File: config.mk
export PLATFORM = sky130hd
export DESIGN_NAME = muldiv_share_arbiter
export DESIGN_NICKNAME = d
export VERILOG_FILES = /design/src/rtl/muldiv_share_arbiter.sv
export SDC_FILE = /design/constraint.sdc
export NUM_CORES = 1
export LEC_CHECK = 0
export CAP_MARGIN = 15
export CORE_AREA = 2 2 120 122
export CTS_CLUSTER_DIAMETER = 40
export DETAILED_ROUTE_END_ITERATION = 10
export DIE_AREA = 0 0 122 124
export PLACE_DENSITY = 0.62
export SLEW_MARGIN = 40
export SYNTH_ARGS = -nofsm -noshare
export SYNTH_HDL_FRONTEND = slang
export SYNTH_SLANG_ARGS = --single-unit
File: constraint.sdc
create_clock -name clk -period 2.3 [get_ports clk]
set_input_delay 0.46 -clock clk [delete_from_list [all_inputs] [get_ports clk]]
set_output_delay 0.46 -clock clk [all_outputs]
set_load 0.005 [all_outputs]
File: src/rtl/muldiv_share_arbiter.sv
// Shares one HI/LO multiply/divide unit between two 2a requesters.
// Holds an ownership lock on HI/LO from the first producer op until the owner reads LO or the lock times out.
module muldiv_share_arbiter #(
  parameter int unsigned LOCK_TIMEOUT = 64,
  parameter int unsigned CNT_W        = 16
) (
  input  logic        clk,
  input  logic        rst_b,
  input  logic [2:0]  req0_opcode_2a,
  input  logic        req0_active_2a,
  input  logic [31:0] req0_rs_data_2a,
  input  logic [31:0] req0_rt_data_2a,
  output logic        req0_stall_2a,
  output logic [31:0] req0_rd_data_3a,
  input  logic [2:0]  req1_opcode_2a,
  input  logic        req1_active_2a,
  input  logic [31:0] req1_rs_data_2a,
  input  logic [31:0] req1_rt_data_2a,
  output logic        req1_stall_2a,
  output logic [31:0] req1_rd_data_3a,
  output logic [2:0]  mul_opcode_2a,
  output logic        mul_active_2a,
  output logic [31:0] mul_rs_data_2a,
  output logic [31:0] mul_rt_data_2a,
  input  logic        mul_stall_2a,
  input  logic [31:0] mul_rd_data_3a,
  output logic [1:0]  owner
);

  localparam logic [2:0] MUL_MULT  = 3'd0;
  localparam logic [2:0] MUL_MULTU = 3'd1;
  localparam logic [2:0] MUL_DIV   = 3'd2;
  localparam logic [2:0] MUL_DIVU  = 3'd3;
  localparam logic [2:0] MUL_MTHI  = 3'd4;
  localparam logic [2:0] MUL_MTLO  = 3'd5;
  localparam logic [2:0] MUL_MFHI  = 3'd6;
  localparam logic [2:0] MUL_MFLO  = 3'd7;

  // State encoding doubles as the owner field.
  typedef enum logic [1:0] {
    ST_IDLE = 2'b00,
    ST_OWN0 = 2'b01,
    ST_OWN1 = 2'b10
  } state_t;

  state_t           state_q;
  logic [CNT_W-1:0] cnt_q;
  logic             rr_last_q;
  logic [1:0]       rd_sel_q;

  logic       gnt0_c;
  logic       gnt1_c;
  logic       acc0_c;
  logic       acc1_c;
  logic [2:0] acc_op_c;
  logic       expired_c;

  function automatic logic is_producer(input logic [2:0] op);
    return (op == MUL_MULT) || (op == MUL_MULTU) || (op == MUL_DIV) ||
           (op == MUL_DIVU) || (op == MUL_MTHI)  || (op == MUL_MTLO);
  endfunction

  function automatic logic is_reader(input logic [2:0] op);
    return (op == MUL_MFHI) || (op == MUL_MFLO);
  endfunction

  // Grant: round-robin when unlocked, owner only when locked (even if the owner is idle).
  always_comb begin
    gnt0_c = 1'b0;
    gnt1_c = 1'b0;
    case (state_q)
      ST_IDLE: begin
        gnt0_c = req0_active_2a & (~req1_active_2a | rr_last_q);
        gnt1_c = req1_active_2a & (~req0_active_2a | ~rr_last_q);
      end
      ST_OWN0: gnt0_c = 1'b1;
      ST_OWN1: gnt1_c = 1'b1;
      default: ;
    endcase
  end

  always_comb begin
    mul_opcode_2a  = 3'd0;
    mul_rs_data_2a = 32'h0;
    mul_rt_data_2a = 32'h0;
    if (gnt1_c) begin
      mul_opcode_2a  = req1_opcode_2a;
      mul_rs_data_2a = req1_rs_data_2a;
      mul_rt_data_2a = req1_rt_data_2a;
    end else if (gnt0_c) begin
      mul_opcode_2a  = req0_opcode_2a;
      mul_rs_data_2a = req0_rs_data_2a;
      mul_rt_data_2a = req0_rt_data_2a;
    end
  end

  assign mul_active_2a = (gnt0_c & req0_active_2a) | (gnt1_c & req1_active_2a);
  assign req0_stall_2a = req0_active_2a & (~gnt0_c | mul_stall_2a);
  assign req1_stall_2a = req1_active_2a & (~gnt1_c | mul_stall_2a);

  assign acc0_c    = gnt0_c & req0_active_2a & ~mul_stall_2a;
  assign acc1_c    = gnt1_c & req1_active_2a & ~mul_stall_2a;
  assign acc_op_c  = acc1_c ? req1_opcode_2a : req0_opcode_2a;
  // Expiry on the cycle the count would reach LOCK_TIMEOUT.
  assign expired_c = (cnt_q >= CNT_W'(LOCK_TIMEOUT - 1));

  always_ff @(posedge clk or negedge rst_b) begin
    if (!rst_b) begin
      state_q   <= ST_IDLE;
      cnt_q     <= '0;
      rr_last_q <= 1'b1;
      rd_sel_q  <= 2'b00;
    end else begin
      rd_sel_q <= {acc1_c & is_reader(req1_opcode_2a), acc0_c & is_reader(req0_opcode_2a)};
      case (state_q)
        ST_IDLE: begin
          cnt_q <= '0;
          if (acc0_c | acc1_c) begin
            rr_last_q <= acc1_c;
            if (is_producer(acc_op_c)) state_q <= acc1_c ? ST_OWN1 : ST_OWN0;
          end
        end
        ST_OWN0, ST_OWN1: begin
          // An accepted owner op beats expiry in the same cycle.
          if (acc0_c | acc1_c) begin
            cnt_q <= '0;
            if (acc_op_c == MUL_MFLO) state_q <= ST_IDLE;
          end else if (expired_c) begin
            cnt_q   <= '0;
            state_q <= ST_IDLE;
          end else begin
            cnt_q <= cnt_q + CNT_W'(1);
          end
        end
        default: begin
          state_q <= ST_IDLE;
          cnt_q   <= '0;
        end
      endcase
    end
  end

  assign owner           = state_q;
  assign req0_rd_data_3a = rd_sel_q[0] ? mul_rd_data_3a : 32'h0;
  assign req1_rd_data_3a = rd_sel_q[1] ? mul_rd_data_3a : 32'h0;

endmodule

==> results.ini <==
[detailed_routing]
drc = 0
viasPerCell = 4.37
firstDrtPassIters = 4
drtIter0Drc = 141
routed_wirelength_microns = 14800
vias = 3385
ant_nets = 0
wl_per_cell_microns = 19.1

[logic_synthesis]
synth.distinct_cells = 39
avgSynthCellArea_sq_um = 8.62
syn-instance-count = 244
ys_seq_area_share_pct = 25.0
synth_area_sq_um = 2100
yosys_warnings = 0
synth_seq_cells = 21

[floorplanning]
io_pins = 307
core-area_sq_um = 13700
core.rowCount = 43
die_w_microns = 122
start_util_pct = 15.3
die_area_sq_um = 15100
die_y_microns = 124

[timing]
holdWs_ps = 447
min_period_over_period_pct = 106
fin_crit_ps = 2430
rsz0062_at_grt = true
max_freq_mhz = 411
setup_viol = 68
hold_viol_final = 0
fin_setup_tns_ps = -3160
finClkSkew_ps = 1.66
fin_ws_ps = -131
slew_viol_final = 0

[clock_tree]
clkLatencyLatePin_ps = 250
cts_tree = yes
holdBufCountCts = 0
root_buffer = clkbuf_16
clk_path_buf_depth = 2
numCtsBuffers = 3
htree_levels = 1
clock-sinks = 21
clk_pin_slew_worst_paths_ps = 60

[grt]
grt_pass1_wl_microns = 19700
antenna_found_initial = 0
grt_util_met1_pct = 22.0
grt_pass1_vias = 3389
grt.total_usage_pct = 17.0
use_met2_pct = 29.2
overflow = 0
grt_max_degree = 33
grt_most_used_layer = met2
use_met3_pct = 3.98

[power]
p_per_area_nw_per_um2 = 1010
p_leak_nw = 2.60
vdd_drop_max_mv = 0.606

[layout]
syn2layout_area_growth_pct = 183
fillerInstances = 1327
final_area_sq_um = 5950
layout_commonest_cell = clkdlybuf4s50_1
layout_common_cells = 234 x clkdlybuf4s50_1, 64 x and2_1, 63 x a22o_1
diodes = 0
final_cells = 774
nets = 770
layout-drive-gt1-share_pct = 25.1

[placed_design]
dp_slack_ps = -726
routabilityCongestion = 0.831
place_hpwl_microns = 11400
numPortBuffers = 306
dpl.cell_count = 747
placed_cell_area_sq_um = 5590

[run]
maxCapViolCount = 0

[worst_hold_path]
hold_class = flip-flop to flip-flop

[setup_path]
arrival_ps = 1970
crit_fanout = 8
cp-end-kind = primary output
required_ps = 1840
critPathLaunchType = flip-flop
critPathKind = flip-flop to primary output

[run_status]
status = complete, but fails checks
violations = setup timing

-- worst max-delay path, cell delays in order, from the launching register on --
cell	delay, ps
dfrtp_1	390
inv_2	70
buf_4	140
ha_4	170
buf_6	120
nor2_4	180
buf_12	190
buf_16	140
a22o_1	170
buf_2	150
-- per-layer routing --
layer  part of all wire (%)  wire length [microns]
met2                     49                   7230
met3                    8.6                   1270
met4                   0.81                    119
met1                     42                   6160
met5                      0                      0
-- synthesized netlist by cell type --
library cell	instances	share of area, %
a22o_1	67	28
xnor2_1	3	1.2
nor4_1	3	0.89
or2_2	1	0.30
or4b_4	1	0.65
dfrtp_1	20	24
and3b_1	2	0.83
a32oi_1	2	0.83
ha_1	4	2.4
buf_6	2	1.1
nand3_1	4	0.95
buf_1	1	0.18
a21oi_1	1	0.24
o21ai_1	1	0.24
buf_2	2	0.48
nand4_1	2	0.59
and2_1	64	19
inv_1	4	0.71
or3b_1	1	0.42
o21ba_2	1	0.48
and2b_1	1	0.36
dfstp_2	1	1.2
mux2i_4	1	1.1
nand2_1	7	1.2
a21boi_0	2	0.71
a22oi_1	1	0.36
o21ai_0	1	0.24
xor2_1	1	0.42
conb_1	1	0.18
a32o_1	1	0.48
nor2_1	10	1.8
o211ai_2	1	0.59
clkbuf_1	18	3.2
and4_1	1	0.42
mux2i_1	1	0.48
nand2b_1	3	0.89
nor2b_1	1	0.30
nand4bb_4	1	1.3
and3_1	5	1.5
-- per-stage QoR --
step           total power [mW]  utilization (%)
5_1_grt                    6.35             43.4
3_3_place_gp               4.64             40.7
4_1_cts                    5.68             43.0
6_report                   5.98             43.4
2_1_floorplan              2.05                -
3_5_place_dp               4.68             40.7
-- power breakdown --
| group | total (mW) | internal (mW) | switching [mW] |
|---|---|---|---|
| clock network | 0.367 | 0.235 | 0.132 |
| logic | 5.17 | 3.04 | 2.13 |
| registers | 0.441 | 0.412 | 0.0287 |
| total | 5.98 | 3.69 | 2.29 |
-- state kept, by name (all words and copies together) (netlist names) --
register,cells
cnt_q,16
owner,2
rd_sel_q,2
rr_last_q,1
-- area by class of cell --
type	count	area, sq um	share of cell area (%)
timing repair buffer	358	3460	58.2
multi-input combinational	207	1640	27.5
sequential	21	527	8.85
tap	180	225	3.79
clock buffer	3	75.1	1.26
inverter	4	15.0	0.252
clock inverter	1	7.51	0.126
-- what timing repair did --
| action | 4_1_cts | 5_1_grt |
|---|---|---|
| cloned | 7 | 8 |
| setup endpoints to repair | 70 | 74 |
| resized for setup | 255 | 62 |
| buffers inserted | 11 | 1 |
| hold endpoints to repair | 0 | 0 |
| pin swaps | 14 | 28 |
-- path summary, 6_finish.rpt --
| kind | cells after the start | slack (ps) | from | to |
|---|---|---|---|---|
| worst min-delay path | 1 | 450 | cnt_q[0] | cnt_q[0] |
| max in group asynchronous | 2 | 1480 | rst_b | rr_last_q |
| worst max-delay path | 9 | -130 | owner[0] | mul_rt_data_2a[2] |
| min in group asynchronous | 2 | 550 | rst_b | owner[1] |
| worst max register to register | 10 | -70 | owner[0] | owner[0] |
| worst min register to register | 1 | 450 | cnt_q[0] | cnt_q[0] |
-- logic make-up (layout without fill, tap and decap cells) --
logic type / after synthesis / in the layout / share of synthesized area, %
AND/OR/NAND/NOR: 107 / 109 / 31.5
multiplexers: 2 / 2 / 1.55
adder cells (fa/ha/maj): 4 / 4 / 2.38
flip-flops: 21 / 21 / 25.0
other: 1 / 10 / 0.178
buffers and inverters: 27 / 366 / 5.65
AO/OA/AOI/OAI: 78 / 78 / 32.1
XOR/XNOR: 4 / 4 / 1.67
Power figures use the tool's default switching activity.
